**src/rtl/pipeline_pkg.sv**
```systemverilog
// rtl/pipeline_pkg.sv - shared state encoding and register constants for the hazard controller
package pipeline_pkg;

   typedef enum logic [1:0] {
      ST_RUN      = 2'd0,
      ST_MEM_WAIT = 2'd1,
      ST_ERROR    = 2'd3
   } state_e;

   localparam logic [4:0] REG_ZERO = 5'd0;

endpackage

```
**src/rtl/sat_counter.sv**
```systemverilog
// rtl/sat_counter.sv - saturating up-counter with synchronous clear
module sat_counter #(
   parameter int CNT_W = 16
) (
   input  logic             clk_i,
   input  logic             clear,
   input  logic             inc,
   output logic [CNT_W-1:0] cnt
);

   always_ff @(posedge clk_i) begin
      if (clear) begin
         cnt <= '0;
      end else if (inc && (cnt != {CNT_W{1'b1}})) begin
         cnt <= cnt + CNT_W'(1);
      end
   end

endmodule

```
**src/rtl/pipeline_hazard_ctrl.sv**
```systemverilog
// rtl/pipeline_hazard_ctrl.sv - stall/flush sequencer for the 5-stage pipeline
module pipeline_hazard_ctrl
   import pipeline_pkg::*;
#(
   parameter int MEM_TIMEOUT = 255,
   parameter int CNT_W       = 16
) (
   input  logic             clk_i,
   input  logic             reset_i,
   input  logic [4:0]       id_rs1_i,
   input  logic [4:0]       id_rs2_i,
   input  logic             id_uses_rs1_i,
   input  logic             id_uses_rs2_i,
   input  logic             ex_mem_rd_i,
   input  logic [4:0]       ex_rd_i,
   input  logic             mem_redirect_i,
   input  logic             mem_access_i,
   input  logic             dmem_ready_i,
   output logic             pc_en_o,
   output logic             pc_sel_o,
   output logic             ifid_en_o,
   output logic             idex_en_o,
   output logic             exmem_en_o,
   output logic             ifid_flush_o,
   output logic             idex_flush_o,
   output logic             exmem_flush_o,
   output logic             memwb_bubble_o,
   output logic             dmem_req_o,
   output logic [1:0]       state_o,
   output logic             err_o,
   output logic [CNT_W-1:0] stall_cnt_o,
   output logic [CNT_W-1:0] flush_cnt_o
);

   localparam int WAIT_W = (MEM_TIMEOUT < 2) ? 1 : $clog2(MEM_TIMEOUT + 1);

   state_e            state, state_nxt;
   logic [WAIT_W-1:0] wait_cnt, wait_nxt;
   logic              load_use, mem_stall, flush_inc;

   assign load_use = ex_mem_rd_i && (ex_rd_i != REG_ZERO) &&
                     ((id_uses_rs1_i && (id_rs1_i == ex_rd_i)) ||
                      (id_uses_rs2_i && (id_rs2_i == ex_rd_i)));
   assign mem_stall = mem_access_i && !dmem_ready_i;

   always_ff @(posedge clk_i) begin
      if (reset_i) begin
         state    <= ST_RUN;
         wait_cnt <= '0;
      end else begin
         state    <= state_nxt;
         wait_cnt <= wait_nxt;
      end
   end

   always_comb begin
      state_nxt      = state;
      wait_nxt       = wait_cnt;
      pc_en_o        = 1'b1;
      pc_sel_o       = 1'b0;
      ifid_en_o      = 1'b1;
      idex_en_o      = 1'b1;
      exmem_en_o     = 1'b1;
      ifid_flush_o   = 1'b0;
      idex_flush_o   = 1'b0;
      exmem_flush_o  = 1'b0;
      memwb_bubble_o = 1'b0;
      dmem_req_o     = mem_access_i;
      flush_inc      = 1'b0;
      case (state)
         ST_RUN: begin
            if (mem_stall) begin
               pc_en_o        = 1'b0;
               ifid_en_o      = 1'b0;
               idex_en_o      = 1'b0;
               exmem_en_o     = 1'b0;
               memwb_bubble_o = 1'b1;
               state_nxt      = ST_MEM_WAIT;
               wait_nxt       = WAIT_W'(1);
            end else if (mem_redirect_i) begin
               // Redirect also squashes any load-use victim in ID, so no stall is needed
               pc_sel_o      = 1'b1;
               ifid_flush_o  = 1'b1;
               idex_flush_o  = 1'b1;
               exmem_flush_o = 1'b1;
               flush_inc     = 1'b1;
            end else if (load_use) begin
               pc_en_o      = 1'b0;
               ifid_en_o    = 1'b0;
               idex_flush_o = 1'b1;
            end
         end
         ST_MEM_WAIT: begin
            if (dmem_ready_i) begin
               state_nxt = ST_RUN;
               wait_nxt  = '0;
            end else begin
               pc_en_o        = 1'b0;
               ifid_en_o      = 1'b0;
               idex_en_o      = 1'b0;
               exmem_en_o     = 1'b0;
               memwb_bubble_o = 1'b1;
               if (wait_cnt == WAIT_W'(MEM_TIMEOUT)) begin
                  state_nxt = ST_ERROR;
               end else begin
                  wait_nxt = wait_cnt + WAIT_W'(1);
               end
            end
         end
         default: begin
            pc_en_o        = 1'b0;
            ifid_en_o      = 1'b0;
            idex_en_o      = 1'b0;
            exmem_en_o     = 1'b0;
            memwb_bubble_o = 1'b1;
            dmem_req_o     = 1'b0;
            state_nxt      = ST_ERROR;
         end
      endcase
   end

   assign state_o = state;
   assign err_o   = (state == ST_ERROR);

   sat_counter #(.CNT_W(CNT_W)) u_stall_cnt (
      .clk_i (clk_i),
      .clear (reset_i),
      .inc   (!pc_en_o),
      .cnt   (stall_cnt_o)
   );

   sat_counter #(.CNT_W(CNT_W)) u_flush_cnt (
      .clk_i (clk_i),
      .clear (reset_i),
      .inc   (flush_inc),
      .cnt   (flush_cnt_o)
   );

endmodule
```
**config.mk**
```make
export PLATFORM = sky130hd
export DESIGN_NAME = pipeline_hazard_ctrl
export DESIGN_NICKNAME = d
export VERILOG_FILES = /design/src/rtl/pipeline_pkg.sv /design/src/rtl/sat_counter.sv /design/src/rtl/pipeline_hazard_ctrl.sv
export SDC_FILE = /design/constraint.sdc
export NUM_CORES = 1
export LEC_CHECK = 0
export BUFFER_PORTS_ARGS = -buffer_cell sky130_fd_sc_hd__buf_2
export CORE_ASPECT_RATIO = 0.7
export CORE_MARGIN = 3
export CORE_UTILIZATION = 52
export DETAILED_ROUTE_END_ITERATION = 10
export PLACE_DENSITY = 0.78
export SYNTH_ARGS = -nofsm -noshare
export SYNTH_HDL_FRONTEND = slang
export SYNTH_HIERARCHICAL = 1
export SYNTH_SLANG_ARGS = --single-unit
```
**constraint.sdc**
```tcl
create_clock -name clk_i -period 3.2 [get_ports clk_i]
set_input_delay 0.32 -clock clk_i [delete_from_list [all_inputs] [get_ports clk_i]]
set_output_delay 0.32 -clock clk_i [all_outputs]
set_load 0.05 [all_outputs]
```
==> results by group <==
Detailed routing
  – Via count: 2468
  – Post-DR vias/cell: 6.08
  – DRT iter0 DRCs: 146
  – First-pass detailed-route iteration total: 5
  – Total DRC errors in the routed layout: 0
  – Routed WL per cell: 14.7 um
  – Antenna viol nets, final: 0
  – Final wirelength: 5980 um

Timing
  – Clk_skew: 3.90 ps
  – Slew headroom: 45.1%
  – Period minus WS final: 2450 ps
  – RSZ-0062 raised after global routing: no
  – Period Utilization, post-route: 76.7%
  – Slew @ Worst Pin: 824 ps
  – Fin Setup TNS: 0 ps
  – Fmax: 408 MHz
  – Setup-failing EPs final: 0
  – Slew Limit Fails: 0
  – Final Hold Violating Endpoints: 0

Critical path
  – R2R Path Start: state_o[1]
  – Slack of the worst reg-to-reg path: 750 ps
  – CP required: 3390 ps
  – Slowest-stage cell, CP: dfxtp_1
  – CP peak stage delay: 520 ps
  – CP Max Fanout: 11
  – Crit-path cells: inv_1, a31o_2, o31ai_1, buf_4, nand2_1, nor4bb_1, mux2_2
  – CP Capture Type: flop
  – CP Launch Type: flop
  – Arr. time, crit path: 2640 ps
  – FF-to-FF End: u_stall_cnt/cnt[11]
  – Cells on worst reg2reg path: 7
  – Crit Path Class: reg2reg

Layout
  – Register area: 841 sq um
  – Most frequent cells in the layout: 67 x buf_2, 42 x dfxtp_1, 23 x a21oi_1, 21 x nor2_1, 16 x nand2_1
  – Most common cell after layout, fill and taps aside: buf_2
  – Inserted Diodes: 0
  – Final Core Density: 65.3%
  – Multi-input gate area: 1490 sq um
  – Layout cells sized above 1: 25.4%
  – Layout area overhead: 18.0%
  – Finished Layout Cells: 406
  – Fin nets: 377
  – Fillers: 396

Floorplan
  – Die width: 88.3 um
  – Die Ht: 63.6 um
  – Initial core utilization: 55.4%
  – Num ports: 68
  – Row Count: 20
  – Core region area: 4450 sq um
  – Die area: 5620 sq um

Status
  – Status: complete, no violations

Worst hold path
  – Hold depth: 3
  – Endpoint, Worst Hold: wait_cnt[0]
  – Hold path start: dmem_ready_i
  – Hold Path Class: in2reg

Synthesis
  – Synthesized instance count: 291
  – Syn_nets: 317
  – FF+latch count, synth: 42
  – Mapped Area: 2470 sq um
  – Yosys warnings: 6
  – Post-synth EDFFs: 0
  – Ys flop type: dfxtp_1
  – Asr flop ratio synth: 0%
  – Sequential share of the synthesized area: 34.1%
  – Mapped Avg Cell Area: 8.48 sq um
  – Unique cell type count in the Yosys netlist: 53

Clock network
  – Post-CTS Resized: 0
  – CTS tree: yes
  – Clk_lat worst skew: 290 ps
  – CTS Buffer Depth: 2
  – Num CTS Buffers: 5
  – CTS root buf: clkbuf_8
  – Clock-pin slew on the worst setup and hold paths: 80 ps
  – Cts hold-fix bufs: 0
  – CTS HTree Levels: 2
  – Clock Sinks: 42
  – Post CTS Setup Buffer Count: 0

Global route
  – Grt ovf: 0
  – Largest net degree at the start of global routing: 45
  – Total track usage: 22.3%
  – Initial antenna violation count: 0
  – First-pass GRT wire length: 10300 um
  – Vias in the first global route: 2199

Pwr
  – LEAKAGE: 1.15 nW
  – Pwr Total: 0.00111 W
  – VDD IR max: 0.194 mV
  – Cell Pwr Density: 380 nW/um^2

Placement
  – IO buf count: 67
  – Hpwl dp: 4290 um
  – Routability congestion estimate: 0.851
  – Placed insts: 399

Run
  – Max cap viols: 0
Yosys cell counts (all sizes together) (2+ instances only):
| library cell | number | area (sq um) |
|---|---|---|
| a211oi | 4 | 30.0 |
| a21oi | 23 | 115 |
| a311oi | 3 | 32.5 |
| a31oi | 2 | 12.5 |
| and2 | 3 | 18.8 |
| and3 | 4 | 25.0 |
| and4 | 6 | 52.6 |
| buf | 12 | 77.6 |
| clkbuf | 5 | 18.8 |
| dfxtp | 42 | 841 |
| ha | 3 | 37.5 |
| inv | 10 | 37.5 |
| mux2 | 2 | 22.5 |
| mux2i | 2 | 20.0 |
| nand2 | 18 | 72.6 |
| nand3 | 14 | 70.1 |
| nand3b | 3 | 22.5 |
| nand4 | 10 | 92.6 |
| nor2 | 21 | 78.8 |
| nor2b | 5 | 31.3 |
| nor3 | 10 | 66.3 |
| nor4 | 8 | 80.1 |
| nor4bb | 2 | 20.0 |
| o21a | 3 | 22.5 |
| o21ai | 10 | 50.1 |
| o311ai | 2 | 17.5 |
| o31ai | 14 | 105 |
| o41ai | 3 | 26.3 |
| or3 | 7 | 43.8 |
| or4 | 15 | 113 |
| xnor2 | 6 | 52.6 |
| xor2 | 8 | 70.1 |
how the worst max path moves through the flow:
stage / start / endpoint / slack [ps] / cells after the start
floorplan: state_o[1] / u_flush_cnt/cnt[7] / 360 / 7
global placement: ex_rd_i[3] / u_stall_cnt/cnt[11] / 750 / 9
detailed placement: ex_rd_i[1] / u_stall_cnt/cnt[11] / 580 / 9
CTS: state_o[1] / u_stall_cnt/cnt[11] / 760 / 7
global route: state_o[1] / u_stall_cnt/cnt[11] / 560 / 7
finish: state_o[1] / u_stall_cnt/cnt[11] / 750 / 7
cell type report:
cell class              count  area share (%)
flip-flops and latches     42            28.9
well taps                  55            2.36
multi-input cells         222            51.3
repair buffers             70            12.3
clock inverters             1            1.03
inverters                  10            1.29
clock buffers               6            2.84
power breakdown:
group / switching [W] / total, W / internal [W] / leakage (nW)
sequential: 0.00000781 / 0.000535 / 0.000527 / 0.339
clock: 0.000186 / 0.000436 / 0.000250 / 0.0573
combinational: 0.0000948 / 0.000136 / 0.0000411 / 0.751
cells by family (layout without fill, tap and decap cells):
| kind of cell | count (synthesis) | in the layout | share of synthesized area, % |
|---|---|---|---|
| compound gates | 73 | 73 | 19.8 |
| xor+xnor | 14 | 14 | 4.97 |
| fa+ha+maj | 3 | 3 | 1.52 |
| buf+inv | 27 | 87 | 5.43 |
| flops | 42 | 42 | 34.1 |
| mux | 4 | 4 | 1.72 |
| simple gates | 128 | 128 | 32.5 |
layer usage:
metal / track usage, % / wire (um) / up-vias
met2: 34.8 / 2630 / 103
met1: 31.3 / 2830 / 1132
met5: 0 / 0 / -
li1: - / - / 1228
met4: 4.72 / 48 / 0
met3: 5.10 / 465 / 5
registers in the layout, indices dropped and copies added, names as in the netlist:
name,flops
wait_cnt,8
u_stall_cnt/cnt,16
u_flush_cnt/cnt,16
state_o,2
metrics by stage:
step           cell area (sq um)  setup WS, ps  hold slack [ps]
2_1_floorplan               2470           358              472
3_3_place_gp                2800           748              502
3_5_place_dp                2800           578              501
4_1_cts                     2910           762              437
5_1_grt                     2910           560              466
6_report                    2910           747              438
critical path: cells and delay by family, from the launching register on:
kind | cells | cell delay, ps
mux | 1 | 370
flops | 1 | 520
compound gates | 2 | 510
simple gates | 2 | 600
buf+inv | 2 | 350
No activity file was read; power rests on OpenSTA's default activity.
